`config.mk`:
```
export PLATFORM = sky130hd
export DESIGN_NAME = stq_alloc_ctl
export DESIGN_NICKNAME = d
export VERILOG_FILES = /design/src/rtl/stq_alloc_ctl.sv
export SDC_FILE = /design/constraint.sdc
export NUM_CORES = 1
export LEC_CHECK = 0
export ABC_CLOCK_PERIOD_IN_PS = 7800
export CAP_MARGIN = 20
export CORE_MARGIN = 5
export CORE_UTILIZATION = 44
export DETAILED_ROUTE_END_ITERATION = 10
export GPL_ROUTABILITY_DRIVEN = 1
export HOLD_SLACK_MARGIN = 0.12
export PLACE_DENSITY_LB_ADDON = 0.25
export SYNTH_ARGS = -nofsm -noshare
export SYNTH_HDL_FRONTEND = slang
export SYNTH_SLANG_ARGS = --single-unit
```
`constraint.sdc`:
```
create_clock -name clk -period 7.8 [get_ports clk]
set_clock_uncertainty 0.2 [all_clocks]
set_input_delay 1.56 -clock clk [delete_from_list [all_inputs] [get_ports clk]]
set_output_delay 1.56 -clock clk [all_outputs]
set_load 0.01 [all_outputs]
```
`src/rtl/stq_alloc_ctl.sv`:
```
// Store-queue allocation controller: alloc (A), retire (P) and free (F) pointers over a 64-entry address buffer.
// Optional high-water-mark output `hwm` is built when STQ_ALLOC_CTL_HWM_EN is defined.
module stq_alloc_ctl (
  input  logic        clk,
  input  logic        rst,
  input  logic        stallA,
  input  logic        excpt,
  input  logic [1:0]  alloc_req,
  output logic        alloc_gnt,
  output logic [5:0]  alloc_idx0,
  output logic [5:0]  alloc_idx1,
  input  logic [1:0]  retire_cnt,
  output logic        drain_vld,
  output logic [5:0]  drain_idx,
  input  logic        drain_ack,
  output logic [63:0] wrt0_en,
  output logic [63:0] wrt1_en,
  output logic [63:0] passe_en,
  output logic [63:0] free_en,
  output logic        full,
  output logic        empty,
  output logic [6:0]  count,
`ifdef STQ_ALLOC_CTL_HWM_EN
  output logic [6:0]  hwm,
`endif
  output logic        err
);

  localparam int unsigned DEPTH = 64;
  localparam int unsigned IDX_W = 6;
  localparam int unsigned PTR_W = 7;

  logic [PTR_W-1:0] r_a;
  logic [PTR_W-1:0] r_p;
  logic [PTR_W-1:0] r_f;
  logic             r_err;

  logic [PTR_W-1:0] w_a_nxt;
  logic [PTR_W-1:0] w_p_nxt;
  logic [PTR_W-1:0] w_f_nxt;
  logic             w_err_nxt;

  logic [PTR_W-1:0] w_count;
  logic [PTR_W-1:0] w_space;
  logic [PTR_W-1:0] w_req_n;
  logic [PTR_W-1:0] w_ret_n;
  logic [PTR_W-1:0] w_inflight;
  logic [PTR_W-1:0] w_flush_n;
  logic [IDX_W-1:0] w_a_idx1;
  logic [IDX_W-1:0] w_p_idx1;
  logic             w_gnt;
  logic             w_ret_ok;
  logic             w_drain_vld;
  logic             w_drain_fire;
  logic             w_ack_err;
  logic [DEPTH-1:0] w_flush_mask;
  logic [DEPTH-1:0] w_drain_mask;

  // Occupancy and free space come from registered pointers only, so a slot
  // freed this cycle cannot be re-granted until the next cycle.
  assign w_count    = r_a - r_f;
  assign w_space    = PTR_W'(DEPTH) - w_count;
  assign w_req_n    = PTR_W'(alloc_req[0]) + PTR_W'(alloc_req[1]);
  assign w_ret_n    = PTR_W'(retire_cnt);
  assign w_inflight = r_a - r_p;
  assign w_a_idx1   = r_a[IDX_W-1:0] + IDX_W'(1);
  assign w_p_idx1   = r_p[IDX_W-1:0] + IDX_W'(1);

  // A lone bit1 request is malformed and never granted.
  assign w_gnt = ~rst & alloc_req[0] & ~stallA & ~excpt & (w_space >= w_req_n);

  assign w_ret_ok     = (retire_cnt != 2'd3) & (w_ret_n <= w_inflight);
  assign w_drain_vld  = (r_f != r_p);
  assign w_drain_fire = ~rst & drain_ack & w_drain_vld;
  assign w_ack_err    = drain_ack & ~w_drain_vld;

  // Next-state for the three pointers and the sticky error flag.
  always_comb begin
    w_p_nxt   = r_p;
    w_f_nxt   = r_f;
    w_a_nxt   = r_a;
    w_err_nxt = r_err;
    if (w_ret_ok) begin
      w_p_nxt = r_p + w_ret_n;
    end
    if (w_drain_fire) begin
      w_f_nxt = r_f + PTR_W'(1);
    end
    if (excpt) begin
      w_a_nxt = w_p_nxt;
    end else if (w_gnt) begin
      w_a_nxt = r_a + w_req_n;
    end
    if (!w_ret_ok || w_ack_err) begin
      w_err_nxt = 1'b1;
    end
  end

  // Flush frees every speculative slot in [P', A), measured as offset from P'.
  assign w_flush_n = r_a - w_p_nxt;

  always_comb begin
    w_flush_mask = '0;
    for (int unsigned i = 0; i < DEPTH; i++) begin
      w_flush_mask[i] = excpt &
        ({1'b0, IDX_W'(i) - w_p_nxt[IDX_W-1:0]} < w_flush_n);
    end
  end

  assign w_drain_mask = w_drain_fire ? (DEPTH'(1) << r_f[IDX_W-1:0]) : '0;

  always_comb begin
    passe_en = '0;
    if (!rst && w_ret_ok && retire_cnt != 2'd0) begin
      passe_en[r_p[IDX_W-1:0]] = 1'b1;
      if (retire_cnt == 2'd2) begin
        passe_en[w_p_idx1] = 1'b1;
      end
    end
  end

  assign alloc_gnt  = w_gnt;
  assign alloc_idx0 = r_a[IDX_W-1:0];
  assign alloc_idx1 = w_a_idx1;
  assign wrt0_en    = w_gnt ? (DEPTH'(1) << r_a[IDX_W-1:0]) : '0;
  assign wrt1_en    = (w_gnt && alloc_req[1]) ? (DEPTH'(1) << w_a_idx1) : '0;
  assign free_en    = rst ? '0 : (w_flush_mask | w_drain_mask);
  assign drain_vld  = ~rst & w_drain_vld;
  assign drain_idx  = r_f[IDX_W-1:0];
  assign count      = w_count;
  assign full       = (w_count == PTR_W'(DEPTH));
  assign empty      = (w_count == '0);
  assign err        = r_err;

  always_ff @(posedge clk) begin
    if (rst) begin
      r_a   <= '0;
      r_p   <= '0;
      r_f   <= '0;
      r_err <= 1'b0;
    end else begin
      r_a   <= w_a_nxt;
      r_p   <= w_p_nxt;
      r_f   <= w_f_nxt;
      r_err <= w_err_nxt;
    end
  end

`ifdef STQ_ALLOC_CTL_HWM_EN
  logic [PTR_W-1:0] r_hwm;
  logic [PTR_W-1:0] w_cnt_nxt;

  assign w_cnt_nxt = w_a_nxt - w_f_nxt;

  // Tracks the peak occupancy reached after each edge.
  always_ff @(posedge clk) begin
    if (rst) begin
      r_hwm <= '0;
    end else if (w_cnt_nxt > r_hwm) begin
      r_hwm <= w_cnt_nxt;
    end
  end

  assign hwm = r_hwm;
`endif

endmodule

```
# == Word-level counts from Yosys, hierarchy flattened ==
# Index checks and enable logic that the tools add are counted.
# word_totals
ff_bits,22
inputBits,9
# classes
shift,3
n_addsub,74
muxes,13
n_bitwise,79
n_reduce_logical,11
n_eq_ne,4
n_lt_le_gt_ge,70
# op_table
cell,count
6-bit by 7-bit < comparator with 1-bit output,64
64-bit two-way mux,6
"1-bit by 6-bit << shifter with 64-bit output, first input constant",3
"6-bit subtractor, first input constant",32
64-bit OR,2
"5-bit by 6-bit subtractor with 6-bit output, first input constant",16
1-bit AND,73
"4-bit by 6-bit subtractor with 6-bit output, first input constant",8
"3-bit by 6-bit subtractor with 6-bit output, first input constant",4
7-bit two-way mux,3
7-bit subtractor,3
7-bit by 2-bit adder with 7-bit output,2
"6-bit by 7-bit < comparator with 1-bit output, second input constant",2
"6-bit by 1-bit adder with 6-bit output, second input constant",2
1-bit demux with 6-bit select,2
"6-bit by 1-bit >= comparator with 1-bit output, second input constant",2
"1-bit by 6-bit subtractor with 6-bit output, first input constant",2
"2-bit by 6-bit subtractor with 6-bit output, first input constant",2
"7-bit by 1-bit adder with 7-bit output, second input constant",1
"7-bit equality test, second input constant",1
7-bit by 2-bit >= comparator with 1-bit output,1
2-bit by 7-bit less-or-equal comparator with 1-bit output,1
7-bit logical NOT,1
7-bit != test,1
10 further kinds,20

# == Logic depth before layout (Yosys ltp) ==
# depth
depth_word,9
depth_mapped,25
ltp_nobuf,23

# == Worst setup path before layout ==
# No wires, ideal clock.
# synth_timing
path_kind,input -> output
startpoint,input port retire_cnt[0]
endpoint,output port free_en[38]
cell_stages,22
path_slack_ns,-0.696
arrival_ns,6.736
required_time_ns,6.040
path_cell_list,inv_1 ha_1 a21oi_1 o21ai_0 a211o_1 o311ai_2 and2_1 clkbuf_1 clkbuf_1 xnor2_1 ha_1 a31oi_1 xnor2_1 xnor2_1 ha_1 inv_1 a21o_1 a31o_2 a21o_1 maj3_2 maj3_2 a211oi_1
# synth_via
elab_chain_cells,8
word_cells_on_any_way,11
cone_classes,add/sub: 3; order compare: 2; eq/ne: 1; mux: 2; bitwise: 3
# synth_rtl
item,line_no,text
"start, declared",12,"input logic [1:0] retire_cnt,"
2-bit by 7-bit less-or-equal comparator with 1-bit output or 2-bit != test (tied branches),72,assign w_ret_ok = (retire_cnt != 2'd3) & (w_ret_n <= w_inflight);
1-bit AND,72,
7-bit two-way mux *,83,if (w_ret_ok) begin
7-bit subtractor or 6-bit subtractor (tied branches),"100, 106",
6-bit by 7-bit < comparator with 1-bit output *,106,"({1'b0, IDX_W'(i) - w_p_nxt[IDX_W-1:0]} < w_flush_n);"
1-bit AND *,105,w_flush_mask[i] = excpt &
64-bit OR *,127,assign free_en = rst ? '0 : (w_flush_mask | w_drain_mask);
64-bit two-way mux *,127,
"end, declared",19,"output logic [63:0] free_en,"
# Every way passes the cells marked *; elsewhere a longest branch is shown, timed or not.

# == Worst setup path in the final report ==
# layout_timing
startpoint,input port retire_cnt[0]
endpoint,output port free_en[33]
# The elaborated chain is that of the path after synthesis.

==> reports/qor.yml <==
run_status:
  outcome: "completed"
clock_tree:
  clk_pin_slew_worst_paths_ns: 0.06
  insertion_delay_ns: 0.26
  cts_hold_buf: 0
  root_buffer: "clkbuf_16"
  cts-htree-levels: 1
  cts_buffer_depth: 2
  cts_buffers: 3
  cts_tree: "built"
  clock_sinks: 22
yosys:
  seq_area_frac_synth: 0.0486
  syn_avg_cell_area_sq_um: 6.39
  yosysWarnings: 0
  yosysTopAreaCell: "nor2_1"
  synth_area_sq_um: 9060
  synth_seq_cells: 22
  ys_async_sr_fraction: 0
  synthAdderAreaFrac: 0.171
  synth_edf_count: 0
  synth_nets: 1514
  synth_top_area_share: 0.123
  yosys.area_share.xor_xnor: 0.104
  yosys.area_share.simple: 0.275
  synth_top_family_by_area: "compound AO/OA/AOI/OAI gates"
  synth_ff_type: "dfxtp_1"
  yosys-top-cells-area: "nor2_1, ha_1, xnor2_1"
  synthCells: 1419
  muxShareOfSynthArea: 0.00787
  synth-compound-area-share: 0.309
  synth_cell_types: 83
power_and_ir_drop:
  comb_power_share: 0.925
  internal_power_mw: 1.68
  leakage_nw: 5.36
  clkPwrFrac: 0.036
  p_sw_mw: 1.79
  finalPower_mw: 3.47
  vdd_drop_max_uv: 266
  p_per_area_nw_per_um2: 256
  seq_power_share: 0.040
  switching_share: 0.516
timing:
  fin_crit_ns: 7.67
  finalCritPeriodShare: 0.983
  slew_violations: 0
  setup_violations: 0
  max_slew_margin: 0.248
  hold_violations: 0
  setup_slack_ns: 0.132
  worstMarginPinSlew_ns: 1.12
  fmax_ghz: 0.130
layout:
  layout_commonest_cell: "nor2_1"
  regArea_sq_um: 440
  final_net_count: 1879
  nFillCells: 1849
  layoutNonFillerInstCount: 2053
  final_cell_mix: "nor2_1, clkdlybuf4s50_1, buf_4"
  num_antenna_cells: 0
  syn2layout_area_growth_pct: 49.7
  utilization: 0.671
  multi_input_area_sq_um: 8240
  drive_above_1_share: 0.173
floorplanning:
  rows: 52
  fp.dieH_microns: 154
  die_area_sq_um: 23600
  ios: 295
  core_area_sq_um: 20200
  start_util: 0.448
  die_w_microns: 154
global_route:
  grt_pass1_wl_microns: 61000
  antenna_found_initial: 0
  grt_usage: 0.308
  grt-ovfl-total: 0
  grt_pass1_vias: 11500
  grt_max_degree: 65
worst_setup_path:
  cp-startpoint: "retire_cnt[0]"
  max_stage_delay_ns: 0.33
  cpMaxStageDelayCell: "maj3_2"
  crit_buf_inv: 6
  critPathArrivalTime_ns: 5.91
  worst-setup-path-type: "input port to primary output"
  start_kind: "input port"
  critPathTopFamily: "compound AO/OA/AOI/OAI gates"
  cp.required_ns: 6.04
  cp_max_fo: 7
  rrSetupSlack_ns: 3.41
  reg2reg_from: "r_f[2]"
  crit_chain: "clkbuf_2, inv_1, ha_1, a21oi_2, o21ai_2, buf_4, a211oi_4, a32oi_2, and2_4, xnor2_1, ha_4, a31oi_4, xnor2_4, xnor2_4, buf_12, ha_1, a21oi_1, o21ai_1, a21o_1, maj3_2, or2_0, a311oi_2, buf_4, clkdlybuf4s15_2"
  endpoint_kind: "primary output"
route:
  dr.pass1.iters: 5
  drtAntennaViolNets: 0
  viasPerCell: 5.99
  vias: 12300
  remaining_drc_errors: 0
  drt-total-wl_microns: 39700
  drt_iter0_markers: 1081
  drt-wirelength-per-cell_microns: 19.3
placement:
  io_buffer_count: 294
  place_congestion: 0.956
  pre_cts_ws_ns: -0.942
  dp_hpwl_microns: 31000
  placedCellCount: 2041
min_path:
  hp-start: "err"
  hp-class: "flop to flop"
run:
  drv_cap: 0
## flip-flops by register name, summed over array words and instances (netlist names)
signal,cells
r_f,7
r_a,7
err,1
r_p,7
## routing by layer
layer  vias up  routed length [microns]  global-route usage
met5         -                        0                   0
li1       5763                        -                   -
met4         0                     2250               0.156
met2       720                    18900               0.546
met3       160                     3290              0.0320
met1      5659                    15200               0.369
## kinds of logic (layout without fill, tap and decap cells)
family                   count (synthesis)  in the layout
XOR/XNOR                               102            102
flip-flops                              22             22
buffers and inverters                  183            547
AND/OR/NAND/NOR                        569            569
multiplexers                             7              7
adder cells (fa/ha/maj)                128            128
AO/OA/AOI/OAI                          408            408
## area by class of cell
class | count | area share
Sequential cell | 22 | 0.0325
Clock buffer | 4 | 0.00655
Tap cell | 270 | 0.0249
Inverter | 79 | 0.0224
Timing Repair Buffer | 464 | 0.306
Multi-Input combinational cell | 1214 | 0.607
## power groups by stage
stage / Combinational, mW / Sequential [mW] / Clock, mW
3_5_place_dp: 2.95 / 0.140 / 0
2_1_floorplan: 1.81 / 0.139 / 0
6_report: 3.21 / 0.137 / 0.124
4_1_cts: 3.10 / 0.137 / 0.124
3_3_place_gp: 2.86 / 0.139 / 0
5_1_grt: 3.46 / 0.139 / 0.128
## path summary, 6_finish.rpt
path                                     to  cells past startpoint
worst max-delay path            free_en[33]                     24
worst min-delay path                    err                      2
worst max register to register       r_a[5]                     14
worst min register to register          err                      2
## metrics by stage
| step | TNS, ns | cell area, sq um | hold WS (ns) |
|---|---|---|---|
| 2_1_floorplan | 0 | 9160 | 0.338 |
| 3_3_place_gp | -36.80 | 13300 | 0.348 |
| 3_5_place_dp | -45.57 | 13300 | 0.342 |
| 4_1_cts | 0 | 13500 | 0.351 |
| 5_1_grt | -0.146 | 13600 | 0.384 |
| 6_report | 0 | 13600 | 0.350 |
## Yosys cell counts, drive strengths merged (3+ instances only)
| library cell | number |
|---|---|
| nor2 | 298 |
| a21oi | 103 |
| nand2 | 100 |
| xnor2 | 92 |
| ha | 82 |
| inv | 76 |
| clkbuf | 70 |
| a22oi | 65 |
| o21ai | 60 |
| nor3 | 45 |
| maj3 | 42 |
| a211oi | 41 |
| nand3 | 39 |
| buf | 34 |
| a21o | 29 |
| and2 | 22 |
| dfxtp | 22 |
| a31oi | 18 |
| nand4 | 13 |
| nor2b | 13 |
| xor2 | 10 |
| and3 | 9 |
| nand2b | 9 |
| o21a | 9 |
| o221ai | 9 |
| o21bai | 8 |
| a221oi | 7 |
| nor4 | 7 |
| o31ai | 7 |
| or3 | 7 |
| mux2i | 6 |
| o211ai | 6 |
| a211o | 4 |
| a221o | 4 |
| a311oi | 4 |
| a31o | 4 |
| fa | 4 |
| o2111ai | 4 |
| o22ai | 4 |
| clkinv | 3 |
| o211a | 3 |
| o2bb2ai | 3 |
| o31a | 3 |
## worst min-delay path, cell delays in order, from the launching register on
cell	delay [ns]
dfxtp_1	0.33
a21oi_1	0.11
a21oi_1	0.07
## timing repair
item / 4_1_cts / 5_1_grt
pin swaps: 18 / 13
endpoints found under the setup margin: 64 / 61
setup buffers: 4 / 3
gates resized for setup: 149 / 48
Note: power is estimated with default switching activity, not from simulation.
